`src/rtl/positron_layer_sequencer_pkg.sv`:
```
// Shared definitions for the positron layer sequencer: FSM state encoding and
// the address-width helper.
package posit_defines;

   typedef enum logic [1:0] {
      ST_IDLE    = 2'd0,
      ST_STREAM  = 2'd1,
      ST_COLLECT = 2'd2,
      ST_DONE    = 2'd3
   } seq_state_e;

   // Bits needed to hold values 0..n-1, never less than one.
   function automatic int unsigned log2(input int unsigned n);
      int unsigned r;
      r = 1;
      while ((r < 32) && ((32'd1 << r) < n)) r++;
      return r;
   endfunction

endpackage

```
`src/rtl/positron_layer_sequencer_if.sv`:
```
// Valid/ready word channel; carries the skid head (index + posit) to the sequencer.
interface positron_layer_sequencer_if #(
   parameter int unsigned DW = 8
);
   logic          valid;
   logic          ready;
   logic [DW-1:0] data;

   modport master (output valid, output data, input ready);
   modport slave  (input valid, input data, output ready);
endinterface

```
`src/rtl/posit_skid_fifo.sv`:
```
// Small skid FIFO holding returned activation words until every positron is ready.
module posit_skid_fifo
   import posit_defines::*;
#(
   parameter  int unsigned DATA_WIDTH = 8,
   parameter  int unsigned DEPTH      = 2,
   localparam int unsigned PW         = log2(DEPTH),
   localparam int unsigned CW         = log2(DEPTH + 1)
) (
   input  logic                  clk,
   input  logic                  rst,
   input  logic                  push_i,
   input  logic [DATA_WIDTH-1:0] push_data_i,
   positron_layer_sequencer_if.master pop,
   output logic [CW-1:0]         count_o
);

   logic [DATA_WIDTH-1:0] mem_q [DEPTH];
   logic [PW-1:0]         wr_q, wr_d, rd_q, rd_d;
   logic [CW-1:0]         cnt_q, cnt_d;
   logic                  pop_fire;

   assign pop_fire = pop.valid & pop.ready;

   always_comb begin
      wr_d  = wr_q;
      rd_d  = rd_q;
      cnt_d = cnt_q + CW'(push_i) - CW'(pop_fire);
      if (push_i)   wr_d = (wr_q == PW'(DEPTH - 1)) ? '0 : wr_q + PW'(1);
      if (pop_fire) rd_d = (rd_q == PW'(DEPTH - 1)) ? '0 : rd_q + PW'(1);
   end

   always_ff @(posedge clk) begin
      if (rst) begin
         wr_q  <= '0;
         rd_q  <= '0;
         cnt_q <= '0;
      end else begin
         wr_q  <= wr_d;
         rd_q  <= rd_d;
         cnt_q <= cnt_d;
      end
   end

   // Storage needs no reset: the count gates visibility.
   always_ff @(posedge clk) begin
      if (push_i) mem_q[wr_q] <= push_data_i;
   end

   assign pop.valid = (cnt_q != '0);
   assign pop.data  = mem_q[rd_q];
   assign count_o   = cnt_q;

endmodule

```
`src/rtl/positron_layer_sequencer.sv`:
```
// Streams one activation vector to a layer of positrons and gathers their results.
module positron_layer_sequencer
   import posit_defines::*;
#(
   parameter int unsigned POSIT_WIDTH = 4,
   parameter int unsigned NB_INPUTS   = 784,
   parameter int unsigned NB_NEURONS  = 16
) (
   input  logic                              clk,
   input  logic                              rst,
   input  logic                              start_i,
   output logic                              busy_o,
   output logic                              done_o,
   output logic                              act_rd_en_o,
   output logic [log2(NB_INPUTS)-1:0]        act_addr_o,
   input  logic [POSIT_WIDTH-1:0]            act_data_i,
   output logic                              pos_rts_o,
   output logic                              pos_sow_o,
   output logic                              pos_eow_o,
   output logic [POSIT_WIDTH-1:0]            pos_posit_o,
   input  logic [NB_NEURONS-1:0]             pos_rtr_i,
   input  logic [NB_NEURONS-1:0]             neur_rts_i,
   input  logic [NB_NEURONS*POSIT_WIDTH-1:0] neur_posit_i,
   output logic                              neur_rtr_o,
   output logic [NB_NEURONS*POSIT_WIDTH-1:0] result_o
);

   localparam int unsigned AW  = log2(NB_INPUTS);
   localparam int unsigned IW  = log2(NB_INPUTS + 1);
   localparam int unsigned SKW = AW + POSIT_WIDTH;
   localparam int unsigned RW  = NB_NEURONS * POSIT_WIDTH;
   localparam int unsigned CW  = log2(3);
   localparam int unsigned PDW = CW + 1;

   seq_state_e            state_q, state_d;
   logic [IW-1:0]         rd_idx_q, rd_idx_d;
   logic                  infl_q, infl_d;
   logic [AW-1:0]         infl_idx_q, infl_idx_d;
   logic [NB_NEURONS-1:0] flags_q, flags_d;
   logic [RW-1:0]         result_q, result_d;
   logic                  rd_en;
   logic [AW-1:0]         rd_addr;
   logic [CW-1:0]         skid_cnt;
   logic [AW-1:0]         head_idx;
   logic                  accept;
   logic [PDW-1:0]        pending;

   positron_layer_sequencer_if #(.DW(SKW)) head_if ();

   posit_skid_fifo #(.DATA_WIDTH(SKW), .DEPTH(2)) u_skid (
      .clk         (clk),
      .rst         (rst),
      .push_i      (infl_q),
      .push_data_i ({infl_idx_q, act_data_i}),
      .pop         (head_if),
      .count_o     (skid_cnt)
   );

   assign head_idx       = head_if.data[SKW-1:POSIT_WIDTH];
   assign head_if.ready  = (state_q == ST_STREAM) & (&pos_rtr_i);
   assign accept         = head_if.valid & head_if.ready;
   // Slots still committed after this cycle's pop; a new read needs one free.
   assign pending        = PDW'(skid_cnt) + PDW'(infl_q) - PDW'(accept);

   always_comb begin
      state_d    = state_q;
      rd_idx_d   = rd_idx_q;
      flags_d    = flags_q;
      result_d   = result_q;
      rd_en      = 1'b0;
      rd_addr    = '0;
      unique case (state_q)
         ST_IDLE: begin
            if (start_i) begin
               state_d  = ST_STREAM;
               flags_d  = '0;
               rd_en    = 1'b1;
               rd_idx_d = IW'(1);
            end
         end
         ST_STREAM: begin
            if ((rd_idx_q < IW'(NB_INPUTS)) && (pending < PDW'(2))) begin
               rd_en    = 1'b1;
               rd_addr  = AW'(rd_idx_q);
               rd_idx_d = rd_idx_q + IW'(1);
            end
            if (accept && (head_idx == AW'(NB_INPUTS - 1))) state_d = ST_COLLECT;
         end
         ST_COLLECT: begin
            for (int j = 0; j < int'(NB_NEURONS); j++) begin
               if (neur_rts_i[j] && !flags_q[j]) begin
                  result_d[j*POSIT_WIDTH +: POSIT_WIDTH] = neur_posit_i[j*POSIT_WIDTH +: POSIT_WIDTH];
                  flags_d[j] = 1'b1;
               end
            end
            if (&flags_d) state_d = ST_DONE;
         end
         ST_DONE: state_d = ST_IDLE;
         default: state_d = ST_IDLE;
      endcase
      infl_d     = rd_en;
      infl_idx_d = rd_addr;
   end

   always_ff @(posedge clk) begin
      if (rst) begin
         state_q    <= ST_IDLE;
         rd_idx_q   <= '0;
         infl_q     <= 1'b0;
         infl_idx_q <= '0;
         flags_q    <= '0;
         result_q   <= '0;
      end else begin
         state_q    <= state_d;
         rd_idx_q   <= rd_idx_d;
         infl_q     <= infl_d;
         infl_idx_q <= infl_idx_d;
         flags_q    <= flags_d;
         result_q   <= result_d;
      end
   end

   assign busy_o      = (state_q != ST_IDLE);
   assign done_o      = (state_q == ST_DONE);
   assign neur_rtr_o  = (state_q == ST_COLLECT);
   assign act_rd_en_o = rd_en;
   assign act_addr_o  = rd_addr;
   assign pos_rts_o   = head_if.valid;
   assign pos_posit_o = head_if.data[POSIT_WIDTH-1:0];
   assign pos_sow_o   = head_if.valid && (head_idx == '0);
   assign pos_eow_o   = head_if.valid && (head_idx == AW'(NB_INPUTS - 1));
   assign result_o    = result_q;

endmodule

```
`config.mk`:
```
export PLATFORM = sky130hd
export DESIGN_NAME = positron_layer_sequencer
export DESIGN_NICKNAME = d
export VERILOG_FILES = /design/src/rtl/positron_layer_sequencer_pkg.sv /design/src/rtl/positron_layer_sequencer_if.sv /design/src/rtl/posit_skid_fifo.sv /design/src/rtl/positron_layer_sequencer.sv
export SDC_FILE = /design/constraint.sdc
export NUM_CORES = 1
export LEC_CHECK = 0
export CAP_MARGIN = 20
export CORE_ASPECT_RATIO = 1.25
export CORE_MARGIN = 2
export CORE_UTILIZATION = 45
export DETAILED_ROUTE_END_ITERATION = 10
export PLACE_DENSITY = 0.76
export SYNTH_ARGS = -nofsm -noshare
export SYNTH_HDL_FRONTEND = slang
export SYNTH_SLANG_ARGS = --single-unit
export TNS_END_PERCENT = 5
```
`constraint.sdc`:
```
create_clock -name clk -period 3.7 [get_ports clk]
set_input_delay 0.37 -clock clk [delete_from_list [all_inputs] [get_ports clk]]
set_output_delay 0.37 -clock clk [all_outputs]
set_load 0.02 [all_outputs]
```
# Yosys cells after proc, flatten, opt, wreduce, memory -nomap -nowiden
# Memory sizes are Yosys's and may differ from the RTL's. A register that Yosys moved wholly into a read port is not among the register bits.
# Index checks and enable logic that the tools add are counted.
[totals] reg_bits=107 latch_bits=0 ramBits=28 rom_bits=0 input_bits=103 wordCells=159 memories=1
[memory_table] name="u_skid.mem_q" words=2 width=14 rd=1 rd_clocked_by_memory_dff=1 write_ports=1 line_no="posit_skid_fifo.sv:18" source="logic [DATA_WIDTH-1:0] mem_q [DEPTH];"
[classes] n_addsub=7 n_mul=0 n_div=0 magnitude_cmp=2 n_eq_ne=8 n_shift=0 muxes=52 bitwise_logic=2 n_reduce_logical=63
[op_table] cell="$mux 1" count=40
[op_table] cell="$mux 10" count=4
[op_table] cell="$reduce_and 2->1" count=17
[op_table] cell="$pmux 16 s2" count=1
[op_table] cell="$reduce_and 16->1" count=2
[op_table] cell="$logic_and 1x1->1" count=20
[op_table] cell="$pmux 10 s2" count=1
[op_table] cell="$logic_not 1->1" count=16
[op_table] cell="$mux 16" count=1
[op_table] cell="$add 10x1->10 const B" count=1
[op_table] cell="$eq 10x10->1 const B" count=1
[op_table] cell="$logic_not 10->1" count=1
[op_table] cell="$lt 10x10->1 const B" count=1
[op_table] cell="$pmux 2 s4" count=1
[op_table] cell="$reduce_bool 2->1" count=4
[op_table] cell="$mux 2" count=3
[op_table] cell="$ne 2x1->1 const B" count=3
[op_table] cell="$reduce_and 3->1" count=2
[op_table] cell="$eq 2x2->1 const B" count=2
[op_table] cell="$add 2x1->3" count=1
[op_table] cell="$lt 3x2->1 const B" count=1
[op_table] cell="$sub 3x1->3" count=1
[op_table] cell="$add 1x1->1 const B" count=2
[op_table] cell="$add 2x1->2" count=1
[op_table] cell="other kinds (6)" count=7

# Longest topological paths before layout
# Gate-level depths: netlist of run 1.
[logic_depth] ltp_word=8 depth_mapped=17 depth_no_buf=15

# Cells and area by module
# Synthesis of run 1 repeated with hierarchy kept, for this count alone.
[unflattened] cells_unflattened=508 hier_area_um2=5554.1
[by_module_without_submodules] mod="positron_layer_sequencer" instances=1 cells_each=443 area_per_inst_um2=4300.4 seq_area_each_um2=2062.0
[by_module_without_submodules] mod="posit_skid_fifo" instances=1 cells_each=65 area_per_inst_um2=1253.7 seq_area_each_um2=940.9

# Least setup slack after synthesis of run 1
# Ideal clock, no wire load.
[synth_timing] kind="reg-to-output" from="register state_q[1]" to="output act_addr_o[0]" arrival_ps=3084 slack_ps=246 path_stages_with_launch=16 path_buffers=2 path_cell_list="dfxtp_1 inv_1 ha_1 buf_2 nand4_1 nor3_1 and2_1 ha_1 inv_1 ha_1 inv_1 fa_1 nand2_1 a311o_2 clkbuf_1 nor2_1"
[synth_via] elab_chain_len=8
[synth_lines] item="from (decl)" line_no="positron_layer_sequencer.sv:35" source="seq_state_e state_q, state_d;"
[synth_lines] item="from (signal assigned)" line_no="positron_layer_sequencer.sv:114" source="state_q <= state_d;"
[synth_lines] item="$eq 2x1->1" line_no="positron_layer_sequencer.sv:60" source="assign head_if.ready = (state_q == ST_STREAM) & (&pos_rtr_i);"
[synth_lines] item="$and 1x1->1" line_no="positron_layer_sequencer.sv:60"
[synth_lines] item="$and 1x1->1" line_no="positron_layer_sequencer.sv:61" source="assign accept = head_if.valid & head_if.ready;"
[synth_lines] item="via accept" line_no="positron_layer_sequencer.sv:45" source="logic accept;"
[synth_lines] item="$sub 3x1->3" line_no="positron_layer_sequencer.sv:63" source="assign pending = PDW'(skid_cnt) + PDW'(infl_q) - PDW'(accept);"
[synth_lines] item="$lt 3x2->1" line_no="positron_layer_sequencer.sv:82" source="if ((rd_idx_q < IW'(NB_INPUTS)) && (pending < PDW'(2))) begin"
[synth_lines] item="$logic_and 1x1->1" line_no="positron_layer_sequencer.sv:82"
[synth_lines] item="$mux 10" line_no="positron_layer_sequencer.sv:82"
[synth_lines] item="$mux 10" line_no="positron_layer_sequencer.sv:72" source="unique case (state_q)"
[synth_lines] item="to (decl)" line_no="positron_layer_sequencer.sv:15" source="output logic [log2(NB_INPUTS)-1:0] act_addr_o,"
# The timed path passes the listed nets, and every way through them passes these cells.

# Worst setup path in the final report of run 1
[layout_timing] from="register state_q[1]" to="output act_addr_o[7]"
# Same word-level chain as after synthesis.

==> results of run 1 <==
per-stage QoR:
step	worst slack [ns]	hold WS, ns	power (mW)	instance area [µm²]
3_5_place_dp	-0.413	0.410	3.08	7510
3_3_place_gp	-0.311	0.409	3.04	7510
5_1_grt	-0.0821	0.431	5.05	8210
6_report	0.0916	0.425	4.82	8210
4_1_cts	0.0156	0.425	4.83	8150
2_1_floorplan	0.246	0.404	2.53	5420
state kept, by name, indices dropped and copies added, names as in the netlist, named ones only:
signal and count:
flags_q 16, infl_idx_q 10, infl_q 1, rd_idx_q 10
result_o 64, state_q 2, u_skid.count_o 2, u_skid.mem_q 28
u_skid.rd_q 1, u_skid.wr_q 1
worst max-delay path: cells and delay by family (launching register included):
kind                       cells  cell delay, ns
buffers and inverters          5            0.46
adders and majority gates      4            1.04
DFF                            1            0.32
and+or+nand+nor                5            0.74
AOI/OAI and AO/OA              1            0.26
layout by cell type (no fill, tap or decap), drive strengths merged, types with 3 or more instances in the layout:
master / instances
dfxtp: 108
o21ai: 19
mux2i: 66
xor2: 3
a21oi: 18
edfxtp: 28
a211oi: 19
o22ai: 8
mux2: 4
ha: 8
buf: 31
nand4: 10
nand3b: 16
inv: 12
nor3: 5
clkbuf: 19
clkdlybuf4s50: 175
nor2: 89
and2: 18
nor4: 3
xnor2: 6
bufinv: 4
nand2b: 6
nand2: 8
nand3: 6
clkinv: 5
how the worst min path moves through the flow:
| stage | startpoint | to | slack (ns) | cells past startpoint |
|---|---|---|---|---|
| CTS | infl_idx_q[6]$_SDFF_PP0_ | u_skid.mem_q[1][10]$_DFFE_PP_ | 0.43 | 0 |
| global route | infl_idx_q[7]$_SDFF_PP0_ | u_skid.mem_q[0][11]$_DFFE_PP_ | 0.43 | 0 |
| finish | infl_idx_q[1]$_SDFF_PP0_ | u_skid.mem_q[0][5]$_DFFE_PP_ | 0.43 | 0 |
| global placement | infl_idx_q[6]$_SDFF_PP0_ | u_skid.mem_q[0][10]$_DFFE_PP_ | 0.41 | 0 |
| detailed placement | infl_idx_q[6]$_SDFF_PP0_ | u_skid.mem_q[0][10]$_DFFE_PP_ | 0.41 | 0 |
| floorplan | infl_idx_q[6]$_SDFF_PP0_ | u_skid.mem_q[0][10]$_DFFE_PP_ | 0.40 | 0 |
layer usage:
layer	part of all wire	wire length [µm]	up-vias	global-route usage
li1	-	-	2216	-
met1	0.36	5270	2160	0.232
met2	0.53	7740	183	0.408
met3	0.080	1170	32	0.0871
met4	0.027	391	0	0.104
met5	0	0	-	0
what timing repair did:
| action | CTS | global route |
|---|---|---|
| buffers inserted | 1 | 2 |
| setup endpoints to repair | 11 | 11 |
| resized for setup | 38 | 43 |
| pin swaps | 3 | 6 |
area by class of cell:
class	count	area, µm²
inverter	9	33.8
multi-input combinational	339	2350
timing repair buffer	206	2010
sequential	136	3010
tap	161	201
clock buffer	19	433
fill	929	3460
clock inverter	13	176
logic make-up after synthesis:
logic type / count (synthesis) / share of synthesized area
AND/OR/NAND/NOR: 169 / 0.153
flip-flops: 136 / 0.554
AO/OA/AOI/OAI: 82 / 0.102
multiplexers: 70 / 0.130
buffers and inverters: 33 / 0.0233
XOR/XNOR: 9 / 0.0146
adder cells (fa/ha/maj): 9 / 0.0222
power by group:
| group | internal (mW) | leakage, nW | switching [mW] | total, mW |
|---|---|---|---|---|
| Combinational | 0.597 | 1.96 | 0.715 | 1.31 |
| Sequential | 1.68 | 1.14 | 0.0943 | 1.78 |
| Clock | 1.12 | 0.295 | 0.604 | 1.73 |
| Total | 3.40 | 3.39 | 1.41 | 4.82 |
==> out/results.md, run 1 <==
Critical path
• reg-to-reg critical path startpoint: state_q[1]$_SDFFE_PP0P_
• destination of the worst register-to-register timing path: rd_idx_q[7]$_SDFFE_PP0P_
• Worst EP required: 3.33 ns
• Worst setup endpoint: act_addr_o[7]
• Reg2Reg Depth: 17
• Worst EP arrival: 3.24 ns
• slack of the worst reg-to-reg path: 0.22 ns
• delay of the slowest cell on the worst path: 0.58 ns
• maximum fanout along the worst path: 8
• Critical Path, Cell by Cell: inv_2, ha_4, nand4_1, nor3_2, and2_4, ha_4, inv_2, ha_4, inv_2, fa_1, nand2_2, a311oi_4, buf_6, and2_1, buf_6
• CP Capture Type: output pin
• beginning of the critical path: state_q[1]$_SDFFE_PP0P_
• CP max stage cell: sky130_fd_sc_hd__fa_1
• startpoint-to-endpoint class of the critical path: reg2out
• critical path startpoint category: flip-flop

Synth
• netlist area before placement: 0.00542 mm²
• flop and latch count out of synthesis: 136
• cell types with the largest area share after synthesis: sky130_fd_sc_hd__dfxtp_1 40%, sky130_fd_sc_hd__edfxtp_1 16%, sky130_fd_sc_hd__mux2i_1 12%
• count of flip-flops with a built-in enable after synthesis: 28
• total of warnings raised by yosys: 0
• Synth Instances: 508
• share of synthesized registers carrying an async set or reset: 0
• area share of the largest cell type after synthesis: 0.399
• total nets after synthesis: 620
• predominant post-synthesis flop cell: sky130_fd_sc_hd__dfxtp_1
• part of the Yosys area used for sequential elements: 0.554
• biggest area consumer among synthesized cells: sky130_fd_sc_hd__dfxtp_1
• top post-synthesis cells by count: 108 x sky130_fd_sc_hd__dfxtp_1, 89 x sky130_fd_sc_hd__nor2_1, 66 x sky130_fd_sc_hd__mux2i_1
• Netlist cell types: 45
• most used standard cell by instance count after synthesis: sky130_fd_sc_hd__dfxtp_1
• synthesized area divided by synthesized cell count: 10.7 µm²

Routing
• first-iteration detailed-routing DRC count: 187
• DRC errors left: 0
• number of vias per cell after detailed routing: 5.20
• remaining antenna violation count after routing: 0
• post-DR wirelength/cell: 16.5 µm
• via count: 4591
• Initial DRT Pass Iterations: 5
• drt total wl: 14600 µm

Power and ir drop
• largest voltage drop on the vdd net: 0.315 mV
• Static Leak: 3.39 nW
• power density cells: 587 mW/mm²

CTS
• clock latency on the worst-skew pair: 0.41 ns
• cts bufs inserted: 17
• clock sink total: 136
• CTS hold repair buffers: 0
• clock edge transition at the registers on the reported setup and hold paths: 0.05 ns
• clock tree buffer depth: 2
• clk root buf: sky130_fd_sc_hd__clkbuf_16
• clock tree from TritonCTS: done
• maximum level of the CTS H-tree: 4

Global routing
• Total GRT Usage: 0.228
• first-pass GRT wire length: 22700 µm
• antenna violations before repair: 0
• largest net degree at the start of global routing: 54
• via count of the first global-routing pass: 4689
• GRT Residual Overflow: 0

Placed design
• number of buffers inserted by port buffering: 187
• weighted congestion at the end of routability-driven global placement: 0.802
• post-detail-place hpwl: 10900 µm
• Post-Place Cells: 848

Floorplan
• core outline area: 0.0117 mm²
• die area: 0.0129 mm²
• starting utilization of the core area: 0.464
• Horiz. Die Dim: 102 µm
• Chip Height: 127 µm
• top-level port count: 188
• Std-Cell Rows: 44

STA
• Min Clock Period, post-route: 3.61 ns
• RSZ-0062 raised after global routing: yes
• Post-Route Setup TNS: 0 ns
• Hold Fails Final Rpt: 0
• clock skew: 0.00817 ns
• Peak Freq: 277 MHz
• Final setup violation count: 0
• number of slew-limit violations in the final report: 0
• share of the cycle needed by the critical path after routing: 0.975
• relative max-transition margin: 0.335
• worst-margin pin slew: 0.998 ns

Final layout
• layout-stage area growth over the synthesis result: 51.5%
• number of antenna diodes: 0
• number of cells in the finished layout apart from fillers: 883
• layout cells sized above 1: 0.120
• final core utilization: 0.703
• layout net count: 821

Job
• Max Cap Viol: 0

Status
• outcome: finished clean

Worst hold path
• path type of the worst min-delay path: reg2reg

No activity file was read; power rests on OpenSTA's default activity.
==> inputs of run 2 (changes only) <==
SETUP_SLACK_MARGIN = 0.1   (was not set)
SLEW_MARGIN = 30   (was not set)
==> out/results.md, run 2 (synthesis results as in run 1) <==
Status
• outcome: finished clean

Placed design
• post-detail-place hpwl: 10900 µm, unchanged
• number of buffers inserted by port buffering: 187, unchanged
• weighted congestion at the end of routability-driven global placement: 0.802, unchanged
• area post-placement: 0.00751 mm², unchanged

Critical path
• Critical Path, Cell by Cell: inv_2, ha_4, nand4_1, nor3_2, and2_4, ha_4, inv_2, ha_4, inv_2, fa_2, nand2_2, a311oi_4, buf_6, and2_1, buf_6
• destination of the worst register-to-register timing path: rd_idx_q[7]$_SDFFE_PP0P_
• Worst EP arrival: 3.23 ns, about the same
• largest delay contributor family on the critical path: adder cells
• maximum fanout along the worst path: 8, unchanged
• Reg2Reg Depth: 17, unchanged
• CP Capture Type: output pin
• reg-to-reg critical path startpoint: state_q[1]$_SDFFE_PP0P_
• startpoint-to-endpoint class of the critical path: reg2out
• critical path startpoint category: flip-flop
• CP max stage cell: sky130_fd_sc_hd__fa_2
• crit path buf inv count: 5, unchanged
• beginning of the critical path: state_q[1]$_SDFFE_PP0P_
• delay of the slowest cell on the worst path: 0.58 ns, about the same
• Worst EP required: 3.33 ns, about the same
• slack of the worst reg-to-reg path: 0.21 ns, about the same

Routing
• number of vias per cell after detailed routing: 5.25, +0.94%
• drt total wl: 14600 µm, +0.34%
• first-iteration detailed-routing DRC count: 171, -8.6%
• remaining antenna violation count after routing: 0, unchanged
• via count: 4634, +0.94%
• Initial DRT Pass Iterations: 6, +1
• DRC errors left: 0, unchanged
• post-DR wirelength/cell: 16.6 µm, +0.34%

Global routing
• largest net degree at the start of global routing: 54, unchanged
• GRT Residual Overflow: 0, unchanged
• first-pass GRT wire length: 22700 µm, unchanged
• via count of the first global-routing pass: 4689, unchanged
• antenna violations before repair: 0, unchanged
• Total GRT Usage: 0.228, unchanged

Floorplan
• die area: 0.0129 mm², unchanged
• Std-Cell Rows: 44, unchanged
• top-level port count: 188, unchanged
• Chip Height: 127 µm, unchanged
• starting utilization of the core area: 0.464, unchanged
• core outline area: 0.0117 mm², unchanged
• Horiz. Die Dim: 102 µm, unchanged

Final layout
• most common cell after layout, fill and taps aside: sky130_fd_sc_hd__clkdlybuf4s50_1
• area of all placed cells without fillers: 0.00824 mm², +0.34%
• layout cells sized above 1: 0.126, +0.00554
• number of flip-flops under the largest register name: 64, unchanged
• number of antenna diodes: 0, unchanged
• commonest non-fill, non-tap cells in the layout: 175 x sky130_fd_sc_hd__clkdlybuf4s50_1, 106 x sky130_fd_sc_hd__dfxtp_1, 87 x sky130_fd_sc_hd__nor2_1, 66 x sky130_fd_sc_hd__mux2i_1, 28 x sky130_fd_sc_hd__edfxtp_1
• fill cell instance count of the final layout: 926, -0.32%
• layout net count: 821, unchanged
• layout-stage area growth over the synthesis result: 52.0%

CTS
• CTS hold repair buffers: 0, unchanged
• cts bufs inserted: 17, unchanged
• clk root buf: sky130_fd_sc_hd__clkbuf_16
• clock latency on the worst-skew pair: 0.41 ns, about the same
• clock sink total: 136, unchanged
• clock tree from TritonCTS: done
• clock edge transition at the registers on the reported setup and hold paths: 0.05 ns, about the same
• clock tree buffer depth: 2, unchanged
• maximum level of the CTS H-tree: 4, unchanged

Power and ir drop
• power density cells: 587 mW/mm², about the same
• Static Leak: 3.40 nW, about the same
• Total Power Consumption: 4.84 mW, +0.41%
• largest voltage drop on the vdd net: 0.316 mV, +0.46%

STA
• Hold Fails Final Rpt: 0, unchanged
• relative max-transition margin: 0.470, +0.135
• RSZ-0062 raised after global routing: yes
• Post-Route Setup TNS: 0 ns, unchanged
• Min Clock Period, post-route: 3.60 ns, -0.00369 ns
• clock skew: 0.00880 ns, +0.000630 ns
• number of slew-limit violations in the final report: 0, unchanged
• Final setup violation count: 0, unchanged
• Peak Freq: 277 MHz, +0.10%
• worst-margin pin slew: 0.795 ns, -0.203 ns
• share of the cycle needed by the critical path after routing: 0.974, -0.000996

Job
• Max Cap Viol: 0, unchanged

Worst hold path
• hold wc startpoint: rst
• Worst Hold Depth: 2, +2
• path type of the worst min-delay path: in2reg
• Endpoint, Worst Hold: u_skid.count_o[1]$_SDFF_PP0_

-- run 2: repair_timing --
item                                    4_1_cts  5_1_grt
pin swaps                                     3        7
hold endpoints to repair                      0        0
endpoints found under the setup margin       12       12
buffers inserted                              1        2
resized for setup                            39       49
-- run 2: cell type report --
type,count,area [µm²],area share
Clock buffer,19,433,0.0526
Clock inverter,13,176,0.0214
Inverter,9,33.8,0.00410
Multi-Input combinational cell,339,2360,0.287
Sequential cell,136,3010,0.365
Tap cell,161,201,0.0245
Timing Repair Buffer,206,2020,0.245
-- run 2: routing by layer --
metal | routed length, µm | part of all wire | vias up | global-route usage
met2 | 7820 | 0.53 | 205 | 0.408
met1 | 5200 | 0.36 | 2179 | 0.232
met4 | 367 | 0.025 | 0 | 0.104
met5 | 0 | 0 | - | 0
li1 | - | - | 2220 | -
met3 | 1230 | 0.084 | 30 | 0.0871
-- run 2: how the worst max path moves through the flow --
stage	endpoint	slack (ns)	cells past startpoint
after floorplan	act_addr_o[0]	0.25	15
after global placement	act_addr_o[5]	-0.31	13
after detailed placement	act_addr_o[5]	-0.41	13
after CTS	act_addr_o[9]	0.02	14
after global routing	act_addr_o[7]	-0.07	15
final	act_addr_o[7]	0.1	15
-- run 2: power breakdown --
part	leakage, nW	total (mW)	internal, mW	switching (mW)
logic	1.96	1.33	0.608	0.723
registers	1.14	1.78	1.68	0.0943
clock network	0.295	1.73	1.12	0.605
-- run 2: through the flow --
stage	setup slack (ns)	cells	hold slack [ns]	util
6_report	0.0953	883	0.423	0.706
5_1_grt	-0.0692	883	0.431	0.706
4_1_cts	0.0217	881	0.425	0.698
3_5_place_dp	-0.413	848	0.410	0.644
3_3_place_gp	-0.311	848	0.409	0.644
2_1_floorplan	0.246	508	0.404	-
==> inputs of run 3 (changes only) <==
SLEW_MARGIN = 25   (was 30)
==> out/results.md, run 3 (synthesis results as in run 1) <==
Global routing
• GRT Residual Overflow: 0, unchanged
• highest-utilization routing layer at the global route stage: met2
• via count of the first global-routing pass: 4689, unchanged
• met2 routing resource usage after global routing: 0.408, unchanged
• largest net degree at the start of global routing: 54, unchanged
• met3 track demand over resource: 0.0871, unchanged
• met1 layer usage reported by global route: 0.232, unchanged
• Total GRT Usage: 0.228, unchanged
• antenna violations before repair: 0, unchanged
• first-pass GRT wire length: 22700 µm, unchanged

Power and ir drop
• power density cells: 588 mW/mm², about the same
• Static Leak: 3.40 nW, about the same
• largest voltage drop on the vdd net: 0.317 mV, about the same
• Total Power Consumption: 4.84 mW, about the same

Routing
• DRC errors left: 0, unchanged
• Initial DRT Pass Iterations: 6, unchanged
• first-iteration detailed-routing DRC count: 171, unchanged
• post-DR wirelength/cell: 16.6 µm, about the same
• via count: 4631, -0.065%
• drt total wl: 14600 µm, about the same
• number of vias per cell after detailed routing: 5.24, about the same
• remaining antenna violation count after routing: 0, unchanged

Final layout
• number of antenna diodes: 0, unchanged
• number of flip-flops under the largest register name: 64, unchanged
• fill cell instance count of the final layout: 927, +0.11%
• area of all placed cells without fillers: 0.00823 mm², about the same
• most common cell after layout, fill and taps aside: sky130_fd_sc_hd__clkdlybuf4s50_1
• commonest non-fill, non-tap cells in the layout: 175 x sky130_fd_sc_hd__clkdlybuf4s50_1, 106 x sky130_fd_sc_hd__dfxtp_1, 87 x sky130_fd_sc_hd__nor2_1, 66 x sky130_fd_sc_hd__mux2i_1, 28 x sky130_fd_sc_hd__edfxtp_1
• layout-stage area growth over the synthesis result: 52.0%, about the same
• layout cells sized above 1: 0.126, unchanged
• layout net count: 821, unchanged

CTS
• maximum level of the CTS H-tree: 4, unchanged
• clock tree buffer depth: 2, unchanged
• cts bufs inserted: 17, unchanged
• clk root buf: sky130_fd_sc_hd__clkbuf_16
• clock tree from TritonCTS: done
• clock latency on the worst-skew pair: 0.41 ns, about the same
• CTS hold repair buffers: 0, unchanged
• clock edge transition at the registers on the reported setup and hold paths: 0.05 ns, about the same
• clock sink total: 136, unchanged

Critical path
• critical path startpoint category: flip-flop
• maximum fanout along the worst path: 8, unchanged
• destination of the worst register-to-register timing path: rd_idx_q[7]$_SDFFE_PP0P_
• Worst EP arrival: 3.24 ns, about the same
• Worst setup endpoint: act_addr_o[7]
• Reg2Reg Depth: 17, unchanged
• startpoint-to-endpoint class of the critical path: reg2out
• beginning of the critical path: state_q[1]$_SDFFE_PP0P_
• reg-to-reg critical path startpoint: state_q[1]$_SDFFE_PP0P_
• slack of the worst reg-to-reg path: 0.21 ns, about the same
• CP Capture Type: output pin
• Worst EP required: 3.33 ns, about the same

STA
• Final setup violation count: 0, unchanged
• Peak Freq: 277 MHz, about the same
• Post-Route Setup TNS: 0 ns, unchanged
• Hold Fails Final Rpt: 0, unchanged
• share of the cycle needed by the critical path after routing: 0.974, about the same
• relative max-transition margin: 0.344, -0.126
• Min Clock Period, post-route: 3.61 ns, +0.000389 ns
• final setup margin: 0.0949 ns, -0.000389 ns
• clock skew: 0.00883 ns, +0.0000229 ns
• number of slew-limit violations in the final report: 0, unchanged
• Post-Route Hold Slack: 0.424 ns, +0.00166 ns
• worst-margin pin slew: 0.984 ns, +0.189 ns
• RSZ-0062 raised after global routing: yes

Floorplan
• starting utilization of the core area: 0.464, unchanged
• Std-Cell Rows: 44, unchanged
• Chip Height: 127 µm, unchanged
• Horiz. Die Dim: 102 µm, unchanged
• die area: 0.0129 mm², unchanged
• core outline area: 0.0117 mm², unchanged
• top-level port count: 188, unchanged

Job
• Max Cap Viol: 0, unchanged

Worst hold path
• path type of the worst min-delay path: reg2reg
• Worst Hold Depth: 0, -2

Placed design
• Setup WS pre-CTS: -0.413 ns, unchanged
• number of buffers inserted by port buffering: 187, unchanged
• post-detail-place hpwl: 10900 µm, unchanged
• area post-placement: 0.00751 mm², unchanged
• weighted congestion at the end of routability-driven global placement: 0.802, unchanged

Status
• outcome: finished clean

run 3: cell type report:
cell class / count / area [µm²] / share of cell area
flip-flops and latches: 136 / 3010 / 0.365
multi-input cells: 339 / 2360 / 0.287
repair buffers: 206 / 2020 / 0.245
clock buffers: 19 / 433 / 0.0526
well taps: 161 / 201 / 0.0245
clock inverters: 13 / 176 / 0.0214
inverters: 9 / 33.8 / 0.00410
run 3: worst min-delay path by stage:
stage,from,end,slack (ns)
finish,infl_idx_q[1]$_SDFF_PP0_,u_skid.mem_q[1][5]$_DFFE_PP_,0.42
global route,infl_idx_q[7]$_SDFF_PP0_,u_skid.mem_q[0][11]$_DFFE_PP_,0.43
CTS,infl_idx_q[6]$_SDFF_PP0_,u_skid.mem_q[1][10]$_DFFE_PP_,0.43
detailed placement,infl_idx_q[6]$_SDFF_PP0_,u_skid.mem_q[0][10]$_DFFE_PP_,0.41
global placement,infl_idx_q[6]$_SDFF_PP0_,u_skid.mem_q[0][10]$_DFFE_PP_,0.41
floorplan,infl_idx_q[6]$_SDFF_PP0_,u_skid.mem_q[0][10]$_DFFE_PP_,0.40
run 3: repair_timing:
item                                    CTS  global route
buffers inserted                          1             2
endpoints found under the setup margin   12            12
resized for setup                        39            49
hold endpoints to repair                  0             0
pin swaps                                 3             7
run 3: critical path: stages (launching register included):
cell,delay [ns]
sky130_fd_sc_hd__dfxtp_2,0.32
sky130_fd_sc_hd__inv_2,0.07
sky130_fd_sc_hd__ha_4,0.14
sky130_fd_sc_hd__nand4_1,0.09
sky130_fd_sc_hd__nor3_2,0.24
sky130_fd_sc_hd__and2_4,0.19
sky130_fd_sc_hd__ha_4,0.19
sky130_fd_sc_hd__inv_2,0.07
sky130_fd_sc_hd__ha_4,0.12
sky130_fd_sc_hd__inv_2,0.04
sky130_fd_sc_hd__fa_2,0.58
sky130_fd_sc_hd__nand2_2,0.07
sky130_fd_sc_hd__a311oi_4,0.26
sky130_fd_sc_hd__buf_6,0.17
sky130_fd_sc_hd__and2_1,0.15
sky130_fd_sc_hd__buf_6,0.12
run 3: report_power, final:
group	total (mW)	internal, mW	leakage [nW]	switching (mW)
clock	1.73	1.12	0.295	0.605
combinational	1.33	0.608	1.96	0.723
sequential	1.78	1.68	1.14	0.0943
total	4.84	3.42	3.40	1.42
run 3: layer usage:
layer	routed length, µm	vias up
met5	0	-
met4	366	0
met3	1230	30
met2	7820	203
met1	5200	2178
li1	-	2220
run 3: through the flow:
stage,std cells,util
after floorplan,508,-
after global placement,848,0.644
after CTS,881,0.698
after global routing,883,0.706
final,883,0.706
after detailed placement,848,0.644
